File: src/rtl/pc_gen.sv
// Program-counter generator for the fetch stage.
// Boot delay, halt/resume FSM, trap/redirect steering, fetch handshake with
// instruction memory and misaligned-target flagging.
// Optional branch target buffer: define PC_BTB_EN to build it.
module pc_gen #(
  parameter int unsigned XLEN                    = 32,
  parameter logic [XLEN-1:0] RESET_VECTOR        = '0,
  parameter int unsigned BOOT_DELAY              = 4,
  parameter int unsigned BTB_DEPTH               = 8  // power of two, >= 2
) (
  input  logic            clk,
  input  logic            rst_n,
  input  logic            stall,
  input  logic            redirect,
  input  logic [XLEN-1:0] redirect_pc,
  input  logic            trap,
  input  logic [XLEN-1:0] trap_vec,
  input  logic            halt_req,
  input  logic            resume,
  input  logic            imem_ready,
  input  logic            btb_upd,
  input  logic [XLEN-1:0] btb_src_pc,
  input  logic [XLEN-1:0] btb_tgt,
  output logic [XLEN-1:0] pc_out,
  output logic            pc_valid,
  output logic [XLEN-1:0] pc_plus4,
  output logic            misaligned,
  output logic            pred_taken,
  output logic [1:0]      state_o
);

  localparam int unsigned CntW = (BOOT_DELAY > 0) ? $clog2(BOOT_DELAY + 1) : 1;

  typedef enum logic [1:0] {
    StBoot = 2'd0,
    StRun  = 2'd1,
    StHalt = 2'd2
  } state_e;

  state_e          state_q;
  logic [XLEN-1:0] pc_q;
  logic [CntW-1:0] cnt_q;
  logic            misaligned_q;
  logic            pred_q;

  logic            accept;
  logic [XLEN-1:0] trap_pc;
  logic [XLEN-1:0] redir_pc;
  logic            btb_hit;
  logic [XLEN-1:0] btb_next;

  assign pc_out     = pc_q;
  assign pc_plus4   = pc_q + XLEN'(4);
  assign pc_valid   = (state_q == StRun);
  assign accept     = pc_valid & imem_ready & ~stall;
  assign trap_pc    = {trap_vec[XLEN-1:2], 2'b00};
  assign redir_pc   = {redirect_pc[XLEN-1:2], 2'b00};
  assign misaligned = misaligned_q;
  assign pred_taken = pred_q;
  assign state_o    = state_q;

`ifdef PC_BTB_EN
  localparam int unsigned IdxW = $clog2(BTB_DEPTH);
  localparam int unsigned TagW = XLEN - IdxW - 2;

  logic [BTB_DEPTH-1:0] btb_valid_q;
  logic [TagW-1:0]      btb_tag_q [BTB_DEPTH];
  logic [XLEN-1:0]      btb_tgt_q [BTB_DEPTH];
  logic [IdxW-1:0]      lk_idx;
  logic [IdxW-1:0]      wr_idx;
  logic                 unused_btb;

  assign lk_idx     = pc_q[IdxW+1:2];
  assign wr_idx     = btb_src_pc[IdxW+1:2];
  // Lookup reads registered state, so a same-cycle write lands only afterwards.
  assign btb_hit    = btb_valid_q[lk_idx] && (btb_tag_q[lk_idx] == pc_q[XLEN-1:IdxW+2]);
  assign btb_next   = btb_tgt_q[lk_idx];
  assign unused_btb = ^{btb_src_pc[1:0], btb_tgt[1:0]};

  // Valid bits are the only BTB state that needs clearing on reset.
  always_ff @(posedge clk or negedge rst_n) begin
    if (!rst_n) begin
      btb_valid_q <= '0;
    end else if (btb_upd) begin
      btb_valid_q[wr_idx] <= 1'b1;
    end
  end

  // Tag and target payload, written alongside the valid bit.
  always_ff @(posedge clk) begin
    if (btb_upd) begin
      btb_tag_q[wr_idx] <= btb_src_pc[XLEN-1:IdxW+2];
      btb_tgt_q[wr_idx] <= {btb_tgt[XLEN-1:2], 2'b00};
    end
  end
`else
  logic unused_btb;

  assign btb_hit    = 1'b0;
  assign btb_next   = '0;
  assign unused_btb = ^{btb_upd, btb_src_pc, btb_tgt};
`endif

  // FSM plus all registered outputs: state, pc, boot counter, flags.
  always_ff @(posedge clk or negedge rst_n) begin
    if (!rst_n) begin
      state_q      <= StBoot;
      pc_q         <= RESET_VECTOR;
      cnt_q        <= CntW'(BOOT_DELAY);
      misaligned_q <= 1'b0;
      pred_q       <= 1'b0;
    end else begin
      misaligned_q <= 1'b0;
      unique case (state_q)
        StBoot: begin
          if (cnt_q == '0) begin
            state_q <= StRun;
          end else begin
            cnt_q <= cnt_q - CntW'(1);
          end
        end
        StRun: begin
          // Trap and redirect flush regardless of stall or imem_ready.
          if (trap) begin
            pc_q         <= trap_pc;
            misaligned_q <= (trap_vec[1:0] != 2'b00);
            pred_q       <= 1'b0;
          end else if (redirect) begin
            pc_q         <= redir_pc;
            misaligned_q <= (redirect_pc[1:0] != 2'b00);
            pred_q       <= 1'b0;
          end else if (halt_req) begin
            state_q <= StHalt;
          end else if (accept) begin
            pc_q   <= btb_hit ? btb_next : pc_plus4;
            pred_q <= btb_hit;
          end
        end
        StHalt: begin
          if (trap) begin
            state_q      <= StRun;
            pc_q         <= trap_pc;
            misaligned_q <= (trap_vec[1:0] != 2'b00);
            pred_q       <= 1'b0;
          end else if (resume) begin
            state_q <= StRun;
          end
        end
        default: state_q <= StBoot;
      endcase
    end
  end

endmodule

File: config.mk
export PLATFORM = sky130hd
export DESIGN_NAME = pc_gen
export DESIGN_NICKNAME = d
export VERILOG_FILES = /design/src/rtl/pc_gen.sv
export SDC_FILE = /design/constraint.sdc
export NUM_CORES = 1
export LEC_CHECK = 0
export CAP_MARGIN = 10
export CORE_UTILIZATION = 36
export DETAILED_ROUTE_END_ITERATION = 12
export PLACE_DENSITY = 0.8
export SETUP_SLACK_MARGIN = 0.02
export SLEW_MARGIN = 0
export SYNTH_ARGS = -nofsm -noshare
export SYNTH_HDL_FRONTEND = slang
export SYNTH_SLANG_ARGS = --single-unit
File: constraint.sdc
create_clock -name clk -period 2.5 [get_ports clk]
set_input_delay 0.5 -clock clk [delete_from_list [all_inputs] [get_ports clk]]
set_output_delay 0.5 -clock clk [all_outputs]
set_load 0.05 [all_outputs]
## After elaboration in Yosys (flattened, before gate mapping)

Cells that the tools add are included.

| cells by class | value |
|---|---|
| add/sub/neg operators | 2 |
| eq/ne operators | 10 |
| multiplexer cells | 23 |
| bitwise logic cells | 4 |
| reduce and logical (&&, ||, !) cells | 8 |

Operators with widths:

| operator | count |
|---|---|
| $mux W32 | 5 |
| $pmux W32 S2 | 1 |
| $add A32 B3 Y32 const B | 1 |
| $mux W2 | 6 |
| $ne A2 B2 Y1 const B | 5 |
| $mux W1 | 8 |
| $pmux W2 S3 | 1 |
| $reduce_bool A2 Y1 | 3 |
| $reduce_and A5 Y1 | 1 |
| $ne A4 B3 Y1 const B | 1 |
| $ne A4 B4 Y1 const B | 1 |
| $pmux W1 S2 | 2 |
| $reduce_and A4 Y1 | 1 |
| $logic_not A3 Y1 | 1 |
| $ne A3 B3 Y1 const B | 1 |
| $sub A3 B1 Y3 const B | 1 |
| $and A1 B1 Y1 | 2 |
| $eq A2 B1 Y1 const B | 1 |
| $eq A2 B2 Y1 const B | 1 |
| $logic_not A2 Y1 | 1 |
| $not A1 Y1 | 2 |
| $reduce_and A2 Y1 | 1 |

| storage, ports and cells | value |
|---|---|
| flip-flop bits (word level) | 39 |
| bits of input ports | 137 |
| output and inout bits | 69 |
| word-level logic and storage cells | 52 |

## Logic depth before layout (Yosys ltp)

| depth | value |
|---|---|
| word-level depth | 8 |
| depth in mapped cells | 9 |
| mapped depth without buffers | 8 |

## Least setup slack after synthesis

Ideal clock, no wire load.

| timing path | value |
|---|---|
| path kind | register to output |
| start | reg pc_q[5], in the netlist pc_out[5] |
| end | out pc_plus4[19] |
| data arrival time | 2.766 ns |
| data required time | 2.000 ns |
| slack | -0.766 ns |
| stages on the path, launching flop included | 6 |
| path buffers | 1 |
| cell sequence | dfrtp_1 nand3_4 or4_1 buf_2 or3_4 xnor2_1 |

| between the ends | value |
|---|---|
| longest elaborated chain between the ends | 1 |

Ends and longest elaborated chain:

| item | RTL line | RTL |
|---|---|---|
| start: declaration | 41 | `logic [XLEN-1:0] pc_q;` |
| start signal: assignment | 125 | `pc_q <= trap_pc;` |
| start signal: assignment | 129 | `pc_q <= redir_pc;` |
| start signal: assignment | 135 | `pc_q <= btb_hit ? btb_next : pc_plus4;` |
| $add A32 B3 Y32 | 53 | `assign pc_plus4 = pc_q + XLEN'(4);` |
| end: declaration | 26 | `output logic [XLEN-1:0] pc_plus4,` |

No other way between the ends.

## Worst setup path after layout

| timing path | value |
|---|---|
| start | reg pc_q[4], in the netlist pc_out[4] |
| end | out pc_plus4[19] |

The elaborated chain is that of the path after synthesis.

==> results.toml <==
[status]
status = "finished, violations left"
violations = "setup timing"

[synthesis]
synth_edf_count = 0
synth_warnings = 0
synth_top_area_share_pct = 30.3
yosys.cell_types.count = 59
synth_top_cell_by_area = "dfrtp_1"
synthArstFlopShare_pct = 100
ys.flop_type = "dfrtp_1"
synth_area_leaders = "dfrtp_1, a21oi_1, xnor2_1, nor2_1, nand2_1"
synth_seq_area_share_pct = 31.2
syn_area_sq_um = 2890
avgSynthCellArea_sq_um = 8.06
synth-seq-cells = 36
syn_inst = 359

[place]
placed_cell_area_sq_um = 5150
dp_hpwl_microns = 8010
gp_congestion = 0.872
dpl_worst_slack_ns = -0.0111
port_buffers = 135

[floorplanning]
rows = 32
fp.dieW_microns = 91.6
io_pins = 206
die_h_microns = 91.6
dieArea_sq_um = 8400
core_sq_um = 7770
initial_core_util_pct = 37.2

[cells_and_area]
drive_gt1_share_pct = 34.7
antenna_cells = 0
layout_common_cells = "clkdlybuf4s50_1, buf_4, nor2_1"
layout_commonest_cell = "clkdlybuf4s50_1"
nFillCells = 579
final_area_sq_um = 5760
nets = 691
area_growth_pct = 99.1

[critical_path]
crit_required_ns = 2.00
cp-end-kind = "primary output"
worst-setup-path-type = "flop to primary output"
start_kind = "flop"
cp.arrival_ns = 2.12
worstPathMaxFanout = 5

[job]
maxCapViolations = 0

[global_route]
grt_pass1_wl_microns = 17600
grt_use_total_pct = 26.4
antenna_found_initial = 0
grt_pass1_vias = 3609
overflow = 0
grt_max_degree = 37

[pwr]
power_density_nw_per_um2 = 1430
p_leak_nw = 2.35
p_total_w = 0.00824
vdd_ir_drop_max_v = 0.000915

[sta]
fin_crit_ns = 2.62
slew_headroom_pct = 40.9
max_slew.worst_pin.slew_ns = 0.887
period_share_pct = 105
slew_violations = 0
rsz0062_at_grt = "yes"
final.setup_skew_ns = 0.00915
finalWorstSetupSlack_ns = -0.121
setup_viol = 10
max_freq_mhz = 382
hold_viol = 0

[route]
dr.pass1.iters = 5
vias_per_cell = 5.58
drc = 0
route.vias.total = 3630
wl_per_cell_microns = 17.7
drt-total-wl_microns = 11500
ant_nets = 0
first_iter_violations = 188

[clock_tree]
clockBufferDepth = 2
clock-sinks = 36
clkSlewWorstSetupHoldPaths_ns = 0.09
clkLatencyLatePin_ns = 0.30
cts_tree = "yes"
numCtsBuffers = 5
clockRootBuffer = "clkbuf_8"
cts_hold_buf = 0
htreeDepth = 2

[worst_hold_path]
hold_path_class = "primary input to asynchronous set/reset pin"
[worst paths after layout]
| kind | cells past startpoint | to | slack [ns] | from |
|---|---|---|---|---|
| worst min-delay path | 1 | pc_out[17] | 0.31 | rst_n |
| max in group asynchronous | 1 | pc_out[7] | 1.57 | rst_n |
| worst max register to register | 9 | pc_out[21] | 0.20 | state_o[1] |
| worst max-delay path | 5 | pc_plus4[19] | -0.12 | pc_out[4] |
| worst min register to register | 1 | cnt_q[0] | 0.48 | cnt_q[0] |
| min in group clk | 1 | cnt_q[0] | 0.48 | cnt_q[0] |
[power breakdown]
part	internal [W]	switching (W)
combinational	0.00263	0.00367
clock	0.000353	0.000244
sequential	0.000898	0.000453
total	0.00388	0.00437
[cells in the mapped netlist, drive strengths merged, types with 3 or more instances]
cell type and n:
nor2 36, dfrtp 35, a21oi 30, nand2 30, o21ai 23, clkbuf 22, xnor2 17, inv 13
nand3 13, xor2 12, and3 9, nand4 9, nand2b 8, a221o 7, buf 7, ha 7
o211ai 7, mux2i 6, nor3 6, nor4 5, a22oi 4, and4 4, or3 4, a221oi 3
nor2b 3, nor3b 3, o22ai 3, o2bb2ai 3
[metrics by stage]
| stage | util, % | std cells | TNS, ns | hold slack [ns] |
|---|---|---|---|---|
| 2_1_floorplan | - | 363 | -0.768 | 0.204 |
| 3_3_place_gp | 66.3 | 611 | 0 | 0.463 |
| 3_5_place_dp | 66.3 | 611 | -0.0111 | 0.479 |
| 4_1_cts | 71.2 | 637 | -0.811 | 0.349 |
| 5_1_grt | 74.1 | 650 | -1.84 | 0.385 |
| 6_report | 74.1 | 650 | -0.697 | 0.311 |
[cell type report]
| class | instances | area [sq um] | share of cell area (%) |
|---|---|---|---|
| repair buffers | 206 | 2130 | 37.0 |
| flip-flops and latches | 36 | 935 | 16.2 |
| well taps | 102 | 128 | 2.22 |
| clock inverters | 1 | 30.0 | 0.521 |
| inverters | 13 | 48.8 | 0.847 |
| multi-input cells | 285 | 2390 | 41.5 |
| clock buffers | 7 | 96.3 | 1.67 |
[flip-flops by register name, indices dropped and copies added (netlist names)]
signal / flops
state_o: 2
misaligned: 1
pc_out: 30
cnt_q: 3
[kinds of logic (layout without fill, tap and decap cells)]
group	after synthesis	after routing	synth area share, %
xor+xnor	29	29	8.78
fa+ha+maj	7	7	3.03
other cells	1	5	0.130
flops	36	36	31.2
buf+inv	42	227	6.14
mux	7	7	2.47
compound gates	102	102	23.4
simple gates	135	135	24.8
[worst max-delay path, cell delays in order, from the launching register on]
cell and delay (ns):
dfrtp_2 0.39, nand3_4 0.09, or4_4 0.61, or3_4 0.40, xnor2_4 0.17, buf_12 0.15
[per-layer routing]
layer	vias to the layer above	part of all wire (%)	track usage (%)
li1	1672	-	-
met4	0	2.7	8.73
met1	1767	41	32.5
met3	32	6.1	5.39
met2	159	50	46.0
met5	-	0	0
[timing repair]
action,4_1_cts,5_1_grt
pin swaps,12,18
setup buffers,18,13
gates resized for setup,30,26
setup endpoints to repair,21,21
cloned,1,0
No activity file was read; power rests on OpenSTA's default activity.
